<file path="src/rtl/serial_add_pkg.sv">
// Shared types and constants for the bit-serial adder controller.
package serial_add_pkg;

  // Default operand width in bits.
  localparam int unsigned DefaultWidth = 8;

  typedef enum logic [1:0] {
    StIdle,
    StRun,
    StDone
  } state_e;

endpackage

</file>
<file path="src/rtl/half_adder.sv">
// One-bit half adder; two of these plus an OR form the serial full adder.
module half_adder (
  input  logic a_i,
  input  logic b_i,
  output logic sum_o,
  output logic carry_o
);

  assign sum_o   = a_i ^ b_i;
  assign carry_o = a_i & b_i;

endmodule

</file>
<file path="src/rtl/serial_add_ctrl.sv">
// Bit-serial adder with valid/ready handshakes on operands and result.
// Operands are latched on accept and processed LSB first, one bit per cycle.
// Optional macro SERIAL_SUB_EN adds two's-complement subtraction via op_sub.
module serial_add_ctrl
  import serial_add_pkg::*;
#(
  parameter int unsigned WIDTH = DefaultWidth
) (
  input  logic             clk,
  input  logic             rst_n,
  input  logic             start_valid,
  output logic             start_ready,
  input  logic [WIDTH-1:0] op_a,
  input  logic [WIDTH-1:0] op_b,
  input  logic             op_sub,
  output logic             res_valid,
  input  logic             res_ready,
  output logic [WIDTH-1:0] result,
  output logic             carry_out,
  output logic             busy
);

  localparam int unsigned CntW = $clog2(WIDTH);
  localparam logic [CntW-1:0] LastBit = CntW'(WIDTH - 1);

  state_e           state_q;
  logic [CntW-1:0]  cnt_q;
  logic [WIDTH-1:0] a_q;
  logic [WIDTH-1:0] b_q;
  logic [WIDTH-1:0] result_q;
  logic             carry_q;
  logic             carry_out_q;
  logic             res_valid_q;
  logic             start_ready_q;
  logic             busy_q;

  logic b_bit;
  logic carry_init;
  logic ha0_sum, ha0_carry, ha1_carry;
  logic fa_sum, fa_cout;

`ifdef SERIAL_SUB_EN
  logic sub_q;
  // Subtraction feeds inverted B bits; the preset carry supplies the +1.
  assign b_bit      = b_q[0] ^ sub_q;
  assign carry_init = op_sub;
`else
  logic unused_op_sub;
  assign unused_op_sub = op_sub;
  assign b_bit         = b_q[0];
  assign carry_init    = 1'b0;
`endif

  half_adder u_ha0 (
    .a_i     (a_q[0]),
    .b_i     (b_bit),
    .sum_o   (ha0_sum),
    .carry_o (ha0_carry)
  );

  half_adder u_ha1 (
    .a_i     (ha0_sum),
    .b_i     (carry_q),
    .sum_o   (fa_sum),
    .carry_o (ha1_carry)
  );

  assign fa_cout = ha0_carry | ha1_carry;

  // FSM, datapath shift registers and registered outputs.
  always_ff @(posedge clk) begin
    if (!rst_n) begin
      state_q       <= StIdle;
      cnt_q         <= '0;
      a_q           <= '0;
      b_q           <= '0;
      result_q      <= '0;
      carry_q       <= 1'b0;
      carry_out_q   <= 1'b0;
      res_valid_q   <= 1'b0;
      start_ready_q <= 1'b1;
      busy_q        <= 1'b0;
`ifdef SERIAL_SUB_EN
      sub_q         <= 1'b0;
`endif
    end else begin
      case (state_q)
        StIdle: begin
          if (start_valid) begin
            a_q           <= op_a;
            b_q           <= op_b;
            carry_q       <= carry_init;
            cnt_q         <= '0;
            start_ready_q <= 1'b0;
            busy_q        <= 1'b1;
            state_q       <= StRun;
`ifdef SERIAL_SUB_EN
            sub_q         <= op_sub;
`endif
          end
        end
        StRun: begin
          a_q      <= a_q >> 1;
          b_q      <= b_q >> 1;
          result_q <= {fa_sum, result_q[WIDTH-1:1]};
          carry_q  <= fa_cout;
          if (cnt_q == LastBit) begin
            carry_out_q <= fa_cout;
            state_q     <= StDone;
          end else begin
            cnt_q <= cnt_q + 1'b1;
          end
        end
        StDone: begin
          // res_valid lags DONE entry by one cycle; handshake only once it is up.
          if (res_valid_q && res_ready) begin
            res_valid_q   <= 1'b0;
            start_ready_q <= 1'b1;
            busy_q        <= 1'b0;
            state_q       <= StIdle;
          end else begin
            res_valid_q <= 1'b1;
          end
        end
        default: state_q <= StIdle;
      endcase
    end
  end

  assign start_ready = start_ready_q;
  assign res_valid   = res_valid_q;
  assign result      = result_q;
  assign carry_out   = carry_out_q;
  assign busy        = busy_q;

endmodule

</file>
<file path="config.mk">
export PLATFORM = sky130hd
export DESIGN_NAME = serial_add_ctrl
export DESIGN_NICKNAME = d
export VERILOG_FILES = /design/src/rtl/serial_add_pkg.sv /design/src/rtl/half_adder.sv /design/src/rtl/serial_add_ctrl.sv
export SDC_FILE = /design/constraint.sdc
export NUM_CORES = 1
export LEC_CHECK = 0
export CAP_MARGIN = 20
export CORE_MARGIN = 5
export CORE_UTILIZATION = 38
export DETAILED_ROUTE_END_ITERATION = 7
export GPL_ROUTABILITY_DRIVEN = 0
export PLACE_DENSITY = 0.61
export SLEW_MARGIN = 20
export SYNTH_ARGS = -nofsm -noshare
export SYNTH_HDL_FRONTEND = slang
export SYNTH_SLANG_ARGS = --single-unit
</file>
<file path="constraint.sdc">
create_clock -name clk -period 2.4 [get_ports clk]
set_input_delay 0.24 -clock clk [delete_from_list [all_inputs] [get_ports clk]]
set_output_delay 0.24 -clock clk [all_outputs]
set_load 0.05 [all_outputs]
</file>
==> results, run 1 <==
- The post-synthesis to final-layout area growth is 25.7%.
- On the worst path, the slowest cell contributes a delay of 0.82 ns.
- The cell at the root of the clock tree is sky130_fd_sc_hd__clkbuf_8.
- The worst reg2reg path endpoint is a_q[7]$_SDFFE_PN0P_.
- After synthesis the netlist holds a flip-flop and latch count of 34.
- Setup repair after global routing left no endpoint under its margin.
- No sink is reached through more buffers than the 2 on the longest clock path.
- The run finished with clean final reports.
- The first-pass GRT wire length is 5110 um.
- The remaining antenna violation count after routing is 0.
- The sum of negative setup slack is 0 ns.
- The post-CTS setup repair buffer count is 0.
- Before CTS, the worst setup slack after placement is 0.541 ns.
- Of the post-synthesis cell area, the part taken by muxes is 0%.
- The CTS tree is built.
- The proportion of layout cells with a drive suffix above 1 is 17.4%.
- The total power divided by cell area is 648 nW/um^2.
- The final route contains 1225 vias.
- The clock slew seen by the registers of the worst setup and hold paths is 0.06 ns.
- The signal on the critical path passes through clkdlybuf4s50_1.
- The total clock sinks is 34.
- The count of input and output buffers is 31.
- Dividing the detail-routed wire length by the instance count gives 12.3 um.
- The area of the multi-input gates is 746 um^2.
- The analysis attributes to cell leakage a power of 0.693 nW.
- The chip height is 73.2 um.
- The via count of the first global-routing pass is 1175.
- The total standard cell area after synthesis is 1520 um^2.
- The H-tree generated during clock tree synthesis spans 2 levels.
- The fraction of met2 tracks used by global routing is 20.6%.
- The worst register-to-register path begins at state_q[0]$_SDFFE_PN0P_.
- The tightest min-delay check is of the flop to flop type.
- The first-pass iteration count of the detailed router is 4.
- The initial utilization of the core area, before any placement, comes to 38.5%.
- After technology mapping, the gate count stands at 166.
- The critical path is of the flop to output pin type.
- The worst-case vdd ir drop is 0.301 mV.
- Synthesis instantiated 30 different standard cells from the library.
- The number of buffers inserted by hold repair at cts is 0.
- The achievable clock frequency is 586 MHz.
- The library cells used most frequently in the layout, excluding fill and tap cells, are sky130_fd_sc_hd__nand2_1, sky130_fd_sc_hd__dfxtp_1, sky130_fd_sc_hd__clkdlybuf4s50_1, sky130_fd_sc_hd__a21oi_2, sky130_fd_sc_hd__o21ai_0.
- Summed over all layers, the global routing overflow is 0.
- The worst hold path begins at result[0]$_SDFFE_PN0P_.
- The footprint of the flip-flops and latches is 681 um^2.
- The number of failing setup endpoints in the final timing report is 0.
- Setup slack on the critical path of the routed design comes to 0.692 ns.
- The die footprint is 5350 um^2.
- The share of the cycle needed by the critical path after routing is 71.1%.
- The post-synthesis share of cell area spent on full adders, half adders and majority gates is 2.97%.
- For this run, the register share of the synthesized area comes to 44.9%.
- The die span in x is 73.2 um.
- The average via count per standard cell is 5.00.
- After detailed routing, the number of remaining DRC violations is 0.
- Of the total synthesized cell area, the portion taken by AND, OR, NAND and NOR gates is 16.7%.
- Row generation in the floorplan step produced 23 rows.
- The pin count of the biggest net entering global routing is 26.
- The XOR/XNOR share of the synthesized area is 0%.
- In this run, post-CTS repair resized a total of 0 instances.
- The number of CTS-inserted buffers is 5.
- For the worst setup path, the data required time is 2.16 ns.
- The initial antenna violation count is 0.
- A synthesized cell averages 9.14 um^2.
- The clock period minus worst slack is 1.71 ns.
- Wires add up to 3020 um.
- Data on the critical path arrives at its endpoint at 1.47 ns.
- The HPWL after detailed placement is 2100 um.
- The slowest stage of the critical path is the sky130_fd_sc_hd__clkdlybuf4s50_1 cell.
- At the later pin of the worst-skew pair, clock insertion delay measures 0.28 ns.
- Setup slack on the worst reg-to-reg path comes out at 0.85 ns.
- The detailed router finished its first iteration with 49 violations.
- The remaining max-slew budget at the tightest pin is 40.4%.
- The global routing's busiest layer is met2.
- For the pin with the worst max-slew slack, the measured transition is 0.893 ns.
- In the global route stage, met1 resource usage came out at 14.3%.
- For this run, global-route usage on met3 was measured as 4.27%.
- In this run the worst path has a maximum fanout of 4.
- The top-level port count is 33.
- The final count of pins violating max slew was 0.
- The terminating pin of the worst hold path is result[0]$_SDFFE_PN0P_.
- The logic depth of the worst register-to-register path is 3.
- When the netlist entered floorplanning its net count stood at 190.
- The main combinational cell family by area after synthesis is compound AO/OA/AOI/OAI gates.
- The most common cell after layout, fill and taps aside is sky130_fd_sc_hd__nand2_1.
- The worst hold path depth is 2.
- STA classifies the critical path endpoint as an output pin.
- Summing the areas of all compound-gate instances in the mapped netlist gives 29.5% of the synthesized area.
- 0 antenna diodes ended up in the layout.
- The net count of the finished layout is 218.
- After floorplanning, the core was sized to cover 3940 um^2.
- The number of hold violations in the final report is 0.
- Together, buffers and inverters on the worst path number 1.
- The count of filler cells inserted in the layout is 376.
- The Yosys warning count is 0.
- The nature of the critical path startpoint is a flop.
- The family with the most delay on the worst path is buffers and inverters.
- The overall global routing resource usage is 12.3%.
- The clock tree skew after final layout is 0.00263 ns.
- The max-capacitance violation count is 0.
## report_power, final
part	internal, W	total (W)	switching [W]
combinational	0.0000842	0.000193	0.000108
clock	0.000231	0.000422	0.000191
sequential	0.000598	0.000621	0.0000222
total	0.000914	0.00124	0.000321
## logic make-up after synthesis
group,count (synthesis)
compound gates,63
simple gates,54
flops,34
buf+inv,12
fa+ha+maj,3
## Yosys cell counts
library cell | count | share of area [%]
sky130_fd_sc_hd__a21boi_0 | 1 | 0.50
sky130_fd_sc_hd__a21boi_1 | 9 | 4.5
sky130_fd_sc_hd__a21oi_1 | 7 | 2.3
sky130_fd_sc_hd__a21oi_2 | 20 | 12
sky130_fd_sc_hd__a22oi_1 | 3 | 1.5
sky130_fd_sc_hd__a31oi_1 | 1 | 0.41
sky130_fd_sc_hd__and2_1 | 1 | 0.41
sky130_fd_sc_hd__buf_2 | 3 | 0.99
sky130_fd_sc_hd__buf_4 | 1 | 0.50
sky130_fd_sc_hd__buf_6 | 5 | 3.7
sky130_fd_sc_hd__clkbuf_1 | 3 | 0.74
sky130_fd_sc_hd__dfxtp_1 | 34 | 45
sky130_fd_sc_hd__fa_1 | 1 | 1.3
sky130_fd_sc_hd__ha_1 | 2 | 1.6
sky130_fd_sc_hd__nand2_1 | 39 | 9.7
sky130_fd_sc_hd__nand2b_1 | 2 | 0.82
sky130_fd_sc_hd__nand2b_2 | 1 | 0.58
sky130_fd_sc_hd__nand3_1 | 1 | 0.33
sky130_fd_sc_hd__nand3b_1 | 1 | 0.50
sky130_fd_sc_hd__nand4b_1 | 1 | 0.58
sky130_fd_sc_hd__nor2b_1 | 6 | 2.5
sky130_fd_sc_hd__nor2b_2 | 1 | 0.58
sky130_fd_sc_hd__nor3b_2 | 1 | 0.82
sky130_fd_sc_hd__o211a_1 | 1 | 0.66
sky130_fd_sc_hd__o21ai_0 | 13 | 4.3
sky130_fd_sc_hd__o21ai_1 | 2 | 0.66
sky130_fd_sc_hd__o21ba_2 | 1 | 0.66
sky130_fd_sc_hd__o21bai_1 | 1 | 0.50
sky130_fd_sc_hd__o21bai_2 | 1 | 0.74
sky130_fd_sc_hd__o22ai_1 | 3 | 1.2
## per-layer routing
layer,share of wire (%),vias to the layer above
met5,0,-
met4,1.8,0
met3,5.6,5
met2,48,23
met1,45,575
li1,-,622
## worst max-delay path by stage
stage	slack, ns	endpoint	startpoint	cells after the start
2_1_floorplan	1.22	start_ready$_SDFFE_PN1P_	res_valid$_SDFFE_PN0N_	3
3_5_place_dp	0.54	b_q[7]$_SDFFE_PN0P_	start_valid	4
4_1_cts	0.68	res_valid	res_valid$_SDFFE_PN0N_	1
6_report	0.69	res_valid	res_valid$_SDFFE_PN0N_	1
5_1_grt	0.65	result[7]	result[7]$_SDFFE_PN0P_	1
3_3_place_gp	0.58	b_q[7]$_SDFFE_PN0P_	start_valid	4
## state kept, by name (all words and copies together) (netlist names), 2 cells and up
signal   flops
b_q          8
result       8
cnt_q        3
state_q      2
a_q          8
## final cells by class
class | count | area share [%]
multi-input combinational | 120 | 39.1
sequential | 34 | 35.7
timing repair buffer | 33 | 17.1
clock buffer | 7 | 4.53
tap | 50 | 3.28
clock inverter | 1 | 0.263
## worst register-to-register path, stage by stage, from the launching register on
cell and delay (ns):
sky130_fd_sc_hd__dfxtp_1 0.39, sky130_fd_sc_hd__o21bai_2 0.75, sky130_fd_sc_hd__a22oi_1 0.21, sky130_fd_sc_hd__nor2b_1 0.14
## metrics by stage
| step | cell area [um^2] | hold slack (ns) | std cells | total power, W | utilization, % |
|---|---|---|---|---|---|
| 3_3_place_gp | 1810 | 0.441 | 237 | 0.000824 | 46.0 |
| 6_report | 1910 | 0.459 | 245 | 0.00124 | 48.3 |
| 3_5_place_dp | 1810 | 0.456 | 237 | 0.000829 | 46.0 |
| 2_1_floorplan | 1520 | 0.374 | 166 | 0.000776 | - |
| 5_1_grt | 1910 | 0.492 | 245 | 0.00130 | 48.3 |
| 4_1_cts | 1910 | 0.465 | 245 | 0.00126 | 48.3 |
No activity file was read; power rests on OpenSTA's default activity.
==> inputs of run 2 (changes only) <==
--- a/config.mk
+++ b/config.mk
@@ -10,7 +10,7 @@
 export CORE_UTILIZATION = 38
 export DETAILED_ROUTE_END_ITERATION = 7
 export GPL_ROUTABILITY_DRIVEN = 0
-export PLACE_DENSITY = 0.61
+export PLACE_DENSITY = 0.63
 export SLEW_MARGIN = 20
 export SYNTH_ARGS = -nofsm -noshare
 export SYNTH_HDL_FRONTEND = slang
==> constraint.sdc (replaced) <==
create_clock -name clk -period 1.4 [get_ports clk]
set_input_delay 0.14 -clock clk [delete_from_list [all_inputs] [get_ports clk]]
set_output_delay 0.14 -clock clk [all_outputs]
set_load 0.05 [all_outputs]
==> results, run 2 (synthesized netlist as in run 1, its figures left out) <==
- The run finished with clean final reports.
- The repair_antennas step left the layout with diodes totalling 0.
- In the routed layout, each cell is associated on average with a via count of 5.12.
- In the final layout, the share of cells above drive strength 1 is 26.0%.
- The number of CTS-inserted buffers is 5.
- The final count of pins violating max slew came to 0.
- No sink is reached through more buffers than the 2 on the longest clock path.
- The hold path startpoint is op_a[1].
- In this run the tightest slew margin relative to its limit is 80.5%.
- In this run the worst path has a maximum fanout of 25.
- The net count of the finished layout is 223.
- The leakage power total is 0.761 nW.
- The largest single stage delay on the critical path is 0.49 ns.
- The setup slack of the worst register-to-register path is 0.14 ns.
- Global routing consumed, over all layers together, 13.3% of the routing resources.
- The post-synthesis to final-layout area growth is 31.4%.
- In this run the worst hold path is classified as input port to flop.
- The routed layout has 1281 vias.
- The cell at the root of the clock tree is sky130_fd_sc_hd__clkbuf_8.
- STA classifies the critical path endpoint as a flop.
- The die footprint is 5350 um^2.
- The worst-margin pin slew is 0.292 ns.
- The remaining antenna violation count after routing is 0.
- The nature of the critical path startpoint is a flop.
- The initial antenna violation count is 0.
- The logic depth of the worst register-to-register path is 4.
- The path with the worst hold slack has its endpoint at a_q[1]$_SDFFE_PN0P_.
- 33 I/O pins were placed.
- Setup repair after global routing left no endpoint under its margin.
- The routed length per instance is 13.1 um.
- The worst reg2reg path endpoint is cnt_q[1]$_SDFFE_PN0P_.
- Adding up every negative setup slack in the final design gives 0 ns.
- For this configuration, the core starts out at a cell density of 38.5%.
- The final instance count without filler cells is 250.
- In this run, post-CTS hold repair placed 0 buffers.
- The arrival time at the worst endpoint is 1.46 ns.
- The clock slew seen by the registers of the worst setup and hold paths is 0.07 ns.
- The count of H-tree levels built during CTS is 2.
- The first global-routing pass estimated 5530 um of wire.
- The clock latency on the worst-skew pair is 0.29 ns.
- The total clock sinks is 34.
- Buffers placed on the I/O ports in this run total 31.
- The number of hold violations in the final report was 0.
- The die span in x is 73.2 um.
- The required arrival time at the worst endpoint is 1.60 ns.
- By startpoint and endpoint, the worst setup path is classified as flop to flop.
- For this run, design rule violations remaining after detail routing come to 0.
- IR analysis of the VDD net gives a maximum drop of 0.554 mV.
- The total power divided by cell area is 1100 nW/um^2.
- The total length of routed wires is 3280 um.
- The detailed router finished its first iteration with 60 violations.
- The startpoint of the most critical register-to-register path is state_q[0]$_SDFFE_PN0P_.
- The most common cell after layout, fill and taps aside is sky130_fd_sc_hd__nand2_1.
- The area of the core is 3940 um^2.
- The clock period minus worst slack is 1.26 ns.
- On the critical path, the stage with the largest delay is an instance of sky130_fd_sc_hd__dfxtp_1.
- The CTS tree is built.
- Derived from the worst setup path, the maximum achievable clock frequency is 796 MHz.
- The count of standard-cell rows is 23.
- The top cell types in the final layout, fill and taps aside, are sky130_fd_sc_hd__nand2_1, sky130_fd_sc_hd__dfxtp_1, sky130_fd_sc_hd__a21oi_2, sky130_fd_sc_hd__clkdlybuf4s50_1.
- The via count of the first global-routing pass is 1268.
- The tool flagged a number of max-cap violations equal to 0.
- The first detailed-routing pass ran for 4 iterations.
- The die is 73.2 um tall.
- Entering global routing, the biggest net connects 38 pins.
- The final global-route overflow total is 0.
- On the final layout, the worst clock skew is 0.00848 ns.
- The share of the cycle needed by the critical path after routing is 89.8%.
- Traced cell by cell, the critical path runs through nor2b_2, buf_12, nand2b_1, o22ai_1.
- The worst hold path was traced through 3 stages.
- The number of failing setup endpoints in the final timing report is 0.
- The HPWL after detailed placement is 2250 um.
- The count of filler cells inserted in the layout is 360.
- In this run, placement finished with an instance count of 242.
run 2: changes by cell type in the layout (fill, tap and decap cells not counted), sizes merged:
cell / previous run / this run
clkdlybuf4s50: 31 / 19
buf: 2 / 19
run 2: per-layer routing:
metal  up-vias  wire [um]  global-route usage, %
li1        633          -                      -
met1       610       1470                   15.4
met2        31       1580                   21.4
met3         7        183                   4.55
met4         0         48                   6.97
met5         -          0                      0
run 2: worst max path at each step:
stage / from / to / slack (ns)
after floorplan: res_valid$_SDFFE_PN0N_ / start_ready$_SDFFE_PN1P_ / 0.22
after global placement: start_valid / b_q[4]$_SDFFE_PN0P_ / 0.1
after detailed placement: start_valid / cnt_q[1]$_SDFFE_PN0P_ / 0.07
after CTS: cnt_q[0]$_SDFFE_PN0P_ / cnt_q[1]$_SDFFE_PN0P_ / 0.07
after global routing: state_q[0]$_SDFFE_PN0P_ / cnt_q[1]$_SDFFE_PN0P_ / 0.04
final: state_q[0]$_SDFFE_PN0P_ / cnt_q[1]$_SDFFE_PN0P_ / 0.14
run 2: cell type report:
type / instances / area [um^2] / share of cell area, %
multi-input cells: 120 / 749 / 37.6
well taps: 50 / 62.6 / 3.14
clock inverters: 1 / 5.00 / 0.251
clock buffers: 7 / 86.3 / 4.33
repair buffers: 38 / 408 / 20.5
flip-flops and latches: 34 / 681 / 34.2
run 2: metrics by stage:
step / instance area, um^2 / total power, W / hold WS, ns / worst slack (ns) / util [%]
global placement: 1900 / 0.00145 / 0.442 / 0.0969 / 48.1
finish: 1990 / 0.00219 / 0.401 / 0.143 / 50.5
floorplan: 1520 / 0.00133 / 0.274 / 0.221 / -
detailed placement: 1900 / 0.00146 / 0.452 / 0.0670 / 48.1
global route: 1990 / 0.00229 / 0.404 / 0.0445 / 50.5
CTS: 1990 / 0.00221 / 0.390 / 0.0725 / 50.4
run 2: report_power, final:
part | switching [W] | internal (W)
logic | 0.000197 | 0.000174
registers | 0.0000424 | 0.00103
clock network | 0.000350 | 0.000397
total | 0.000590 | 0.00160
run 2: repair_timing:
| action | CTS | global route |
|---|---|---|
| endpoints found under the setup margin | 0 | 4 |
| gates resized for setup | 0 | 1 |
| setup buffers | 0 | 0 |
run 2: worst max-delay path: cells and delay by family, from the launching register on:
kind,cells,cell delay [ns]
buffers and inverters,1,0.20
and+or+nand+nor,2,0.36
DFF,1,0.49
AOI/OAI and AO/OA,1,0.13
==> inputs of run 3 (changes only) <==
==> constraint.sdc (replaced) <==
create_clock -name clk -period 1.1 [get_ports clk]
set_input_delay 0.11 -clock clk [delete_from_list [all_inputs] [get_ports clk]]
set_output_delay 0.11 -clock clk [all_outputs]
set_load 0.05 [all_outputs]
==> results, run 3 (synthesized netlist as in run 1, its figures left out) <==
- The run finished, with violations left.
- The final reports fail on setup timing.
- The analysis attributes to cell leakage a power of 0.836 nW.
- The kind of critical path is flop to flop.
- In the final layout, the multi-input gates occupy 851 um^2.
- The achievable clock frequency is 898 MHz.
- The chip height is 73.2 um.
- The maximum count of clock buffers along a single path is 2.
- After global routing the overflow that remains totals 0.
- The endpoint type of the worst setup path is a flop.
- The proportion of layout cells with a drive suffix above 1 is 35.6%.
- The CTS tree is built.
- The initial standard-cell utilization of the core is 38.5%.
- The post-synthesis to final-layout area growth is 49.6%.
- The number of antenna diodes in the final layout is 0.
- The via count of the first global-routing pass was 1219.
- The average via count per standard cell is 4.96.
- The vias after detailed routing is 1266.
- Summed over all nets, the half-perimeter wirelength after detailed placement is 2190 um.
- The first-pass GRT wire length is 5480 um.
- The tree is rooted in a sky130_fd_sc_hd__clkbuf_8.
- The launch point of the worst path is state_q[0]$_SDFFE_PN0P_.
- Dividing total power by cell area gives a power density of 1270 nW/um^2.
- Of the total power, registers draw 47.3%.
- The count of input and output buffers is 31.
- The count of nets left with antenna violations once routing finished came out at 0.
- The slowest stage of the critical path is the sky130_fd_sc_hd__dfxtp_4 cell.
- For this run, the total global-route usage over all layers was measured as 13.2%.
- The switching power of the nets is 0.000775 W.
- The share of the cycle needed by the critical path after routing is 101%.
- The max-capacitance violation count is 0.
- The final count of pins violating max slew was 0.
- The share of total power dissipated in combinational logic is 20.1%.
- The final critical-path setup slack is -0.0140 ns.
- In the final routed layout, each cell accounts on average for 12.7 um.
- On the worst path, the slowest cell contributes a delay of 0.36 ns.
- The die footprint is 5350 um^2.
- The initial antenna violation count is 0.
- The critical path goes through buf_4, o21ba_4, o21ai_0, a21oi_1.
- The total length of routed wires is 3240 um.
- After layout, the minimum clock period comes to 1.11 ns.
- The number of CTS-inserted buffers is 5.
- The clock network is responsible for 32.6% of the overall power.
- The later pin in the worst-skew pair is clocked with a latency of 0.28 ns.
- The count of filler cells inserted in the layout is 352.
- In this run the worst hold path is classified as input port to flop.
- The footprint of the flip-flops and latches is 691 um^2.
- Of all nets on the critical path, the largest fanout is 15.
- The nature of the critical path startpoint is a flop.
- The number of design-rule violations left by the first detailed-router iteration is 72.
- For this run, the number of standard cells in the final layout without fillers is 255.
- For this design, the sink count on the clock tree is 34.
- Entering global routing, the biggest net connects 38 pins.
- Data on the critical path arrives at its endpoint at 1.29 ns.
- The count of H-tree levels built during CTS is 2.
- Including well taps, the total number of placed cells is 245.
- The startpoint of the most critical register-to-register path is state_q[0]$_SDFFE_PN0P_.
- The global routing usage on met1 is 15.4%.
- Global routing consumed, on the met2 layer, 22.0% of the routing resources.
- The number of hold violations in the final report is 0.
- The utilization after layout is 57.5%.
- The global routing usage on met3 is 5.37%.
- The number of failing setup endpoints in the final timing report is 2.
- The internal power component is 0.00211 W.
- Leaving out fill and tap cells, the most frequent cells in the layout are sky130_fd_sc_hd__nand2_1, sky130_fd_sc_hd__dfxtp_1, sky130_fd_sc_hd__a21oi_2, sky130_fd_sc_hd__clkdlybuf4s50_1, sky130_fd_sc_hd__buf_12.
- On the final layout, the worst clock skew is 0.00671 ns.
- Before antenna repair, the detailed router went through 6 iterations.
- During I/O placement, the number of pins put on the boundary was 33.
- The sum of negative setup slack is -0.0192 ns.
- After global routing, the most crowded layer is met2.
- Hold is met by 0.370 ns.
- The worst-case vdd ir drop is 1.00 mV.
- The count of standard-cell rows is 23.
- The remaining max-slew budget at the tightest pin is 84.4%.
- The layout net count is 228.
- The die is 73.2 um wide.
- The DRC violation count after routing is 0.
- After clock tree synthesis, the clock-pin slew on the worst setup and hold paths is 0.07 ns.
- The fraction of power spent switching nets is 26.9%.
- Leaving out fill and tap cells, the most frequent cell in the layout is sky130_fd_sc_hd__nand2_1.
- For the worst setup path, the data required time is 1.28 ns.
- The worst-margin pin slew is 0.234 ns.
- The area of the core is 3940 um^2.
- Setup repair after global routing could not meet its margin everywhere.
- In this run the most critical hold path is launched from op_a[0].
[run 3: cell count changes in the layout (fill, tap and decap cells not counted), sizes merged]
cell	delta
buf	+5
[run 3: per-layer routing]
layer	part of all wire [%]	up-vias
li1	-	648
met1	43	590
met2	51	26
met3	5.4	2
met4	0.59	0
met5	0	-
[run 3: final cells by class]
type                            count  share of cell area [%]
Multi-Input combinational cell    120                    37.5
Sequential cell                    34                    30.4
Tap cell                           50                    2.76
Timing Repair Buffer               43                    25.3
Clock inverter                      1                   0.221
Clock buffer                        7                    3.81
[run 3: repair_timing]
| item | 4_1_cts | 5_1_grt |
|---|---|---|
| hold buffers | 0 | 0 |
| setup buffers | 0 | 2 |
| endpoints found under the hold margin | 0 | 0 |
| setup endpoints to repair | 15 | 24 |
| resized for setup | 14 | 24 |
| pin swaps | 2 | 7 |
[run 3: worst max-delay path, delay by kind of cell, from the launching register on]
kind / cells / cell delay (ns)
AO/OA/AOI/OAI: 3 / 0.51
buffers and inverters: 1 / 0.13
flip-flops: 1 / 0.36
[run 3: path summary, 6_finish.rpt]
path	endpoint	slack, ns	cells after the start
worst min-delay path	a_q[0]$_SDFFE_PN0P_	0.37	3
worst max register to register	b_q[6]$_SDFFE_PN0P_	-0.01	4
worst max-delay path	b_q[6]$_SDFFE_PN0P_	-0.01	4
worst min register to register	result[0]$_SDFFE_PN0P_	0.49	2
[run 3: power groups by stage]
stage	logic (W)	clock network (W)	registers, W
after floorplan	0.000296	0	0.00140
after global placement	0.000501	0	0.00138
after detailed placement	0.000514	0	0.00139
after CTS	0.000540	0.000964	0.00136
after global routing	0.000626	0.00103	0.00137
final	0.000578	0.000940	0.00136
[run 3: metrics by stage]
stage               setup WS [ns]  total power, W  instance area [um^2]
floorplan                 -0.0260         0.00170                  1530
global placement           -0.193         0.00188                  2040
detailed placement         -0.230         0.00190                  2040
CTS                      -0.00412         0.00286                  2200
global route              -0.0726         0.00303                  2270
finish                    -0.0140         0.00288                  2270
